**config.mk**
```make
export PLATFORM = sky130hd
export DESIGN_NAME = hazard_fwd_unit
export DESIGN_NICKNAME = d
export VERILOG_FILES = /design/src/rtl/hazard_fwd_unit.sv
export SDC_FILE = /design/constraint.sdc
export NUM_CORES = 1
export LEC_CHECK = 0
export BUFFER_PORTS_ARGS = -buffer_cell sky130_fd_sc_hd__buf_2
export CAP_MARGIN = 30
export CORE_AREA = 2 2 110 112
export CTS_BUF_LIST = sky130_fd_sc_hd__clkbuf_4 sky130_fd_sc_hd__clkbuf_8
export CTS_CLUSTER_DIAMETER = 80
export DETAILED_ROUTE_END_ITERATION = 10
export DIE_AREA = 0 0 112 114
export PLACE_DENSITY = 0.61
export SYNTH_ARGS = -nofsm -noshare
export SYNTH_HDL_FRONTEND = slang
export SYNTH_SLANG_ARGS = --single-unit
```
**constraint.sdc**
```tcl
create_clock -name reloj -period 2.1 [get_ports reloj]
set_clock_uncertainty 0.05 [all_clocks]
set_input_delay 0.42 -clock reloj [delete_from_list [all_inputs] [get_ports reloj]]
set_output_delay 0.42 -clock reloj [all_outputs]
set_load 0.005 [all_outputs]
```
**src/rtl/hazard_fwd_unit.sv**
```systemverilog
// Hazard/forwarding controller for the 5-stage pipeline: shadows EX/MEM/WB writers,
// drives stall/bubble/flush and ID operand forwarding. Define HAZ_FWD_EN to enable forwarding.
module hazard_fwd_unit #(
    parameter int REG_AW = 5,
    parameter int DW     = 32,
    parameter int CNT_W  = 16
) (
    input  logic              reloj,
    input  logic              reset,
    input  logic              id_valid,
    input  logic [REG_AW-1:0] id_rs,
    input  logic [REG_AW-1:0] id_rt,
    input  logic              id_rs_used,
    input  logic              id_rt_used,
    input  logic              id_wr_en,
    input  logic [REG_AW-1:0] id_wr_dst,
    input  logic              id_is_load,
    input  logic              br_taken,
    input  logic [DW-1:0]     ex_result,
    input  logic [DW-1:0]     mem_result,
    input  logic [DW-1:0]     wb_result,
    input  logic [DW-1:0]     rf_a,
    input  logic [DW-1:0]     rf_b,
    output logic              stall,
    output logic              bubble,
    output logic              flush,
    output logic [1:0]        fwd_a_sel,
    output logic [1:0]        fwd_b_sel,
    output logic [DW-1:0]     op_a,
    output logic [DW-1:0]     op_b,
    output logic [CNT_W-1:0]  stall_cnt,
    output logic [CNT_W-1:0]  flush_cnt
);

    // Entry layout: {v, we, dst, ld}
    localparam int EW = REG_AW + 3;

    logic [EW-1:0]    ex_q, mem_q, wb_q;
    logic [EW-1:0]    ex_d;
    logic [CNT_W-1:0] stall_cnt_q, flush_cnt_q;
    logic             hazard;

    function automatic logic hits(input logic [EW-1:0] e,
                                  input logic [REG_AW-1:0] src,
                                  input logic used);
        hits = used && (src != '0) && e[EW-1] && e[EW-2] && (e[REG_AW:1] == src);
    endfunction

`ifdef HAZ_FWD_EN
    // A load sitting in EX shadows older writers: its data is not ready, so no
    // source is selected and the load-use stall covers the cycle.
    function automatic logic [1:0] pick(input logic [EW-1:0] ex_e,
                                        input logic [EW-1:0] mem_e,
                                        input logic [EW-1:0] wb_e,
                                        input logic [REG_AW-1:0] src,
                                        input logic used);
        pick = 2'd0;
        if (hits(ex_e, src, used))       pick = ex_e[0] ? 2'd0 : 2'd1;
        else if (hits(mem_e, src, used)) pick = 2'd2;
        else if (hits(wb_e, src, used))  pick = 2'd3;
    endfunction

    function automatic logic [DW-1:0] mux4(input logic [1:0] s, input logic [DW-1:0] rf,
                                           input logic [DW-1:0] ex, input logic [DW-1:0] mem,
                                           input logic [DW-1:0] wb);
        case (s)
            2'd1:    mux4 = ex;
            2'd2:    mux4 = mem;
            2'd3:    mux4 = wb;
            default: mux4 = rf;
        endcase
    endfunction

    always_comb begin
        fwd_a_sel = pick(ex_q, mem_q, wb_q, id_rs, id_rs_used);
        fwd_b_sel = pick(ex_q, mem_q, wb_q, id_rt, id_rt_used);
        op_a      = mux4(fwd_a_sel, rf_a, ex_result, mem_result, wb_result);
        op_b      = mux4(fwd_b_sel, rf_b, ex_result, mem_result, wb_result);
        hazard    = id_valid && ex_q[0] &&
                    (hits(ex_q, id_rs, id_rs_used) || hits(ex_q, id_rt, id_rt_used));
    end
`else
    // No bypass network: any in-flight writer of a source holds ID until it retires.
    logic unused_res;
    assign unused_res = ^{ex_result, mem_result, wb_result};

    always_comb begin
        fwd_a_sel = 2'd0;
        fwd_b_sel = 2'd0;
        op_a      = rf_a;
        op_b      = rf_b;
        hazard    = id_valid &&
                    (hits(ex_q,  id_rs, id_rs_used) || hits(ex_q,  id_rt, id_rt_used) ||
                     hits(mem_q, id_rs, id_rs_used) || hits(mem_q, id_rt, id_rt_used) ||
                     hits(wb_q,  id_rs, id_rs_used) || hits(wb_q,  id_rt, id_rt_used));
    end
`endif

    // A taken branch overrides the stall: the ID instruction is being discarded anyway.
    always_comb begin
        flush  = br_taken;
        stall  = hazard && !br_taken;
        bubble = hazard || br_taken;
        ex_d   = bubble ? '0 : {id_valid, id_wr_en, id_wr_dst, id_is_load};
    end

    always_ff @(posedge reloj) begin
        if (reset) begin
            ex_q        <= '0;
            mem_q       <= '0;
            wb_q        <= '0;
            stall_cnt_q <= '0;
            flush_cnt_q <= '0;
        end else begin
            ex_q  <= ex_d;
            mem_q <= ex_q;
            wb_q  <= mem_q;
            if (stall && stall_cnt_q != '1) stall_cnt_q <= stall_cnt_q + CNT_W'(1);
            if (flush && flush_cnt_q != '1) flush_cnt_q <= flush_cnt_q + CNT_W'(1);
        end
    end

    assign stall_cnt = stall_cnt_q;
    assign flush_cnt = flush_cnt_q;

endmodule

```
==> run summary <==
Layout Cells excl Fill -> 529
CP endpoint kind -> primary output
DRT Wirelength -> 7395 µm
syn avg cell area -> 8.640 µm²
internal power -> 0.001502 W
vias per cell -> 4.686
Synth Cell Area -> 3110 µm²
fill count -> 1228
GP Congestion -> 0.8571
largest net degree at the start of global routing -> 25
Synth Area in Compound Gates -> 0.05028
max-cap viol count -> 0
Synth Area in Adders -> 0.008045
violations in the final reports -> setup timing
Synth Area in Simple Gates -> 0.2494
status -> complete, but fails checks
drt pass-1 iters -> 4
final worst slack -> -0.4062 ns
Nets -> 566
Ant. Diodes -> 0
net switching power -> 0.0004664 W
post-route setup TNS -> -4.259 ns
Starting Density -> 0.2656
power per cell area -> 523.2 nW/µm²
most common cell after layout, fill and taps aside -> buf_2
most frequent cells in the layout -> 51 x buf_2, 48 x dfxtp_1, 32 x buf_4
clk root buf -> clkbuf_8
initial antenna violation count -> 0
CTS tree -> done
gr usage total -> 0.1136
Synth Register Bits -> 53
clock tree buffer depth -> 2
Hold Path Class -> input port to flip-flop
Fin. Hold Viols -> 0
WP data required -> 1.63 ns
yosys synthesis warning count -> 0
sw frac -> 0.2370
Worst-Margin Slew -> 0.5054 ns
FF/Latch Area -> 1072 µm²
EDFF count, synth -> 0
sequential power share -> 0.524
min Tclk post-route -> 2.506 ns
peak supply drop -> 0.2697 mV
Post-Syn Instances -> 360
Comb pwr share -> 0.100
Max Fanout on Critical Path -> 3
vias in the first global route -> 2397
# setup viols final -> 18
CTS H-tree lvls -> 2
static leakage -> 1.549 nW
TritonCTS Sinks -> 53
first-pass GRT wire length -> 11750 µm
CP Launch Type -> input port
area of the multi-input gates -> 1754 µm²
final hold slack -> 0.3012 ns
Num CTS Buffers -> 5
post-synthesis xor/xnor area fraction -> 0.1239
DRC -> 0
area of the core -> 11710 µm²
maximum clock frequency -> 0.3990 GHz
Die Area -> 12770 µm²
Clock Pin Slew Worst Setup and Hold Paths -> 0.10 ns
Synth cell types -> 36
Die Y-Extent -> 114 µm
Slew Viols, Final -> 0
sequential share of the synthesized area -> 0.3411
Slew HR -> 0.6600
share of cells above drive strength 1 -> 0.4031
crit path kind -> input port to primary output
RSZ-0062 raised after global routing -> yes
Area Growth Syn to Fin -> 20.96%
DRT antenna net count -> 0
port buffer count -> 56
combinational family with the most area after synthesis -> simple AND/OR/NAND/NOR gates
hpwl dp -> 5332 µm
Worst-Skew Late Latency -> 0.31 ns
average wire per standard cell -> 13.98 µm
Chip Width -> 112 µm
Placed Cells -> 516
clock power share -> 0.376
Top FF cell, synth -> dfxtp_1
CP Data Arrival Time -> 2.04 ns
asr flop ratio synth -> 0
IO Pins -> 286
fin crit share -> 1.193
initial DRC count -> 56
final core utilization -> 0.3213
row cnt -> 40
routed vias -> 2479
mux contribution to synthesized area -> 0.03580
Overflow after GRT -> 0
[metrics by stage]
stage	area (µm²)	setup slack [ns]	power, W
floorplan	3181	-0.1397	0.001243
global placement	3311	-0.5154	0.001221
detailed placement	3311	-0.5659	0.001225
CTS	3652	-0.3678	0.002005
global route	3762	-0.4743	0.002058
finish	3762	-0.4062	0.001968
[metal layers]
metal | global-route usage | up-vias | routed length [µm]
met5 | 0 | - | 0
met4 | 0.06667 | 0 | 303
met3 | 0.03294 | 40 | 423
met2 | 0.1915 | 75 | 3582
met1 | 0.1284 | 1167 | 3086
li1 | - | 1197 | -
[worst paths after layout]
path         slack (ns)  cells past startpoint                 from                         to
min reg2reg        0.41                      1   ex_q[6]$_SDFF_PP0_        mem_q[6]$_SDFF_PP0_
max               -0.41                      9             id_rs[4]                      stall
max reg2reg       -0.34                     10  mem_q[2]$_SDFF_PP0_  stall_cnt[9]$_SDFFE_PP0P_
min                0.30                      2         id_wr_dst[1]         ex_q[2]$_SDFF_PP0_
[cell usage after synthesis, drive strengths merged (3+ instances only)]
library cell / n / area, µm²
a21oi: 11 / 58.81
and3: 3 / 18.77
and4: 3 / 26.28
buf: 72 / 539.3
clkbuf: 8 / 30.03
dfxtp: 53 / 1061
inv: 6 / 22.52
mux2: 9 / 101.4
nand2: 13 / 48.80
nand3: 18 / 90.09
nand4: 10 / 62.56
nor2: 30 / 112.6
nor2b: 23 / 143.9
nor3: 8 / 50.05
nor3b: 8 / 60.06
nor4: 8 / 50.05
o21ai: 4 / 20.02
o31ai: 6 / 45.04
or4: 9 / 67.56
xnor2: 14 / 122.6
xor2: 30 / 262.8
[cells by family (layout without fill, tap and decap cells)]
kind of cell | count (synthesis) | count (layout)
and+or+nand+nor | 139 | 139
buffers and inverters | 86 | 105
DFF | 53 | 53
xor gates and xnor gates | 44 | 44
AOI/OAI and AO/OA | 25 | 25
muxes | 10 | 10
adders and majority gates | 2 | 2
other | 1 | 4
[registers in the layout (all words and copies together) (netlist names)]
name / cells
stall_cnt: 16
mem_q: 7
wb_q: 7
ex_q: 7
flush_cnt: 16
[repair_timing]
action	4_1_cts	5_1_grt
hold buffers	0	0
pin swaps	18	14
setup endpoints to repair	18	29
buffers inserted	4	2
resized for setup	44	19
[final cells by class]
cell class	count	area share
clock inverters	2	0.009977
repair buffers	91	0.1613
multi-input cells	224	0.4662
flip-flops and latches	53	0.2850
well taps	147	0.04889
inverters	6	0.006651
clock buffers	6	0.02195
[power by group through the flow]
stage | Sequential (W) | Clock [W] | Combinational (W)
finish | 0.00103 | 0.000739 | 0.000198
detailed placement | 0.00106 | 0 | 0.000170
floorplan | 0.00106 | 0 | 0.000188
CTS | 0.00103 | 0.000784 | 0.000188
global placement | 0.00105 | 0 | 0.000167
global route | 0.00103 | 0.000807 | 0.000217
[critical path: stages]
cell and delay (ns):
buf_8 0.10, or4_4 0.57, o21ai_2 0.15, nand4b_1 0.18
a211oi_2 0.10, nor3_2 0.22, buf_12 0.16, inv_4 0.03
buf_6 0.10
Power figures use the tool's default switching activity.
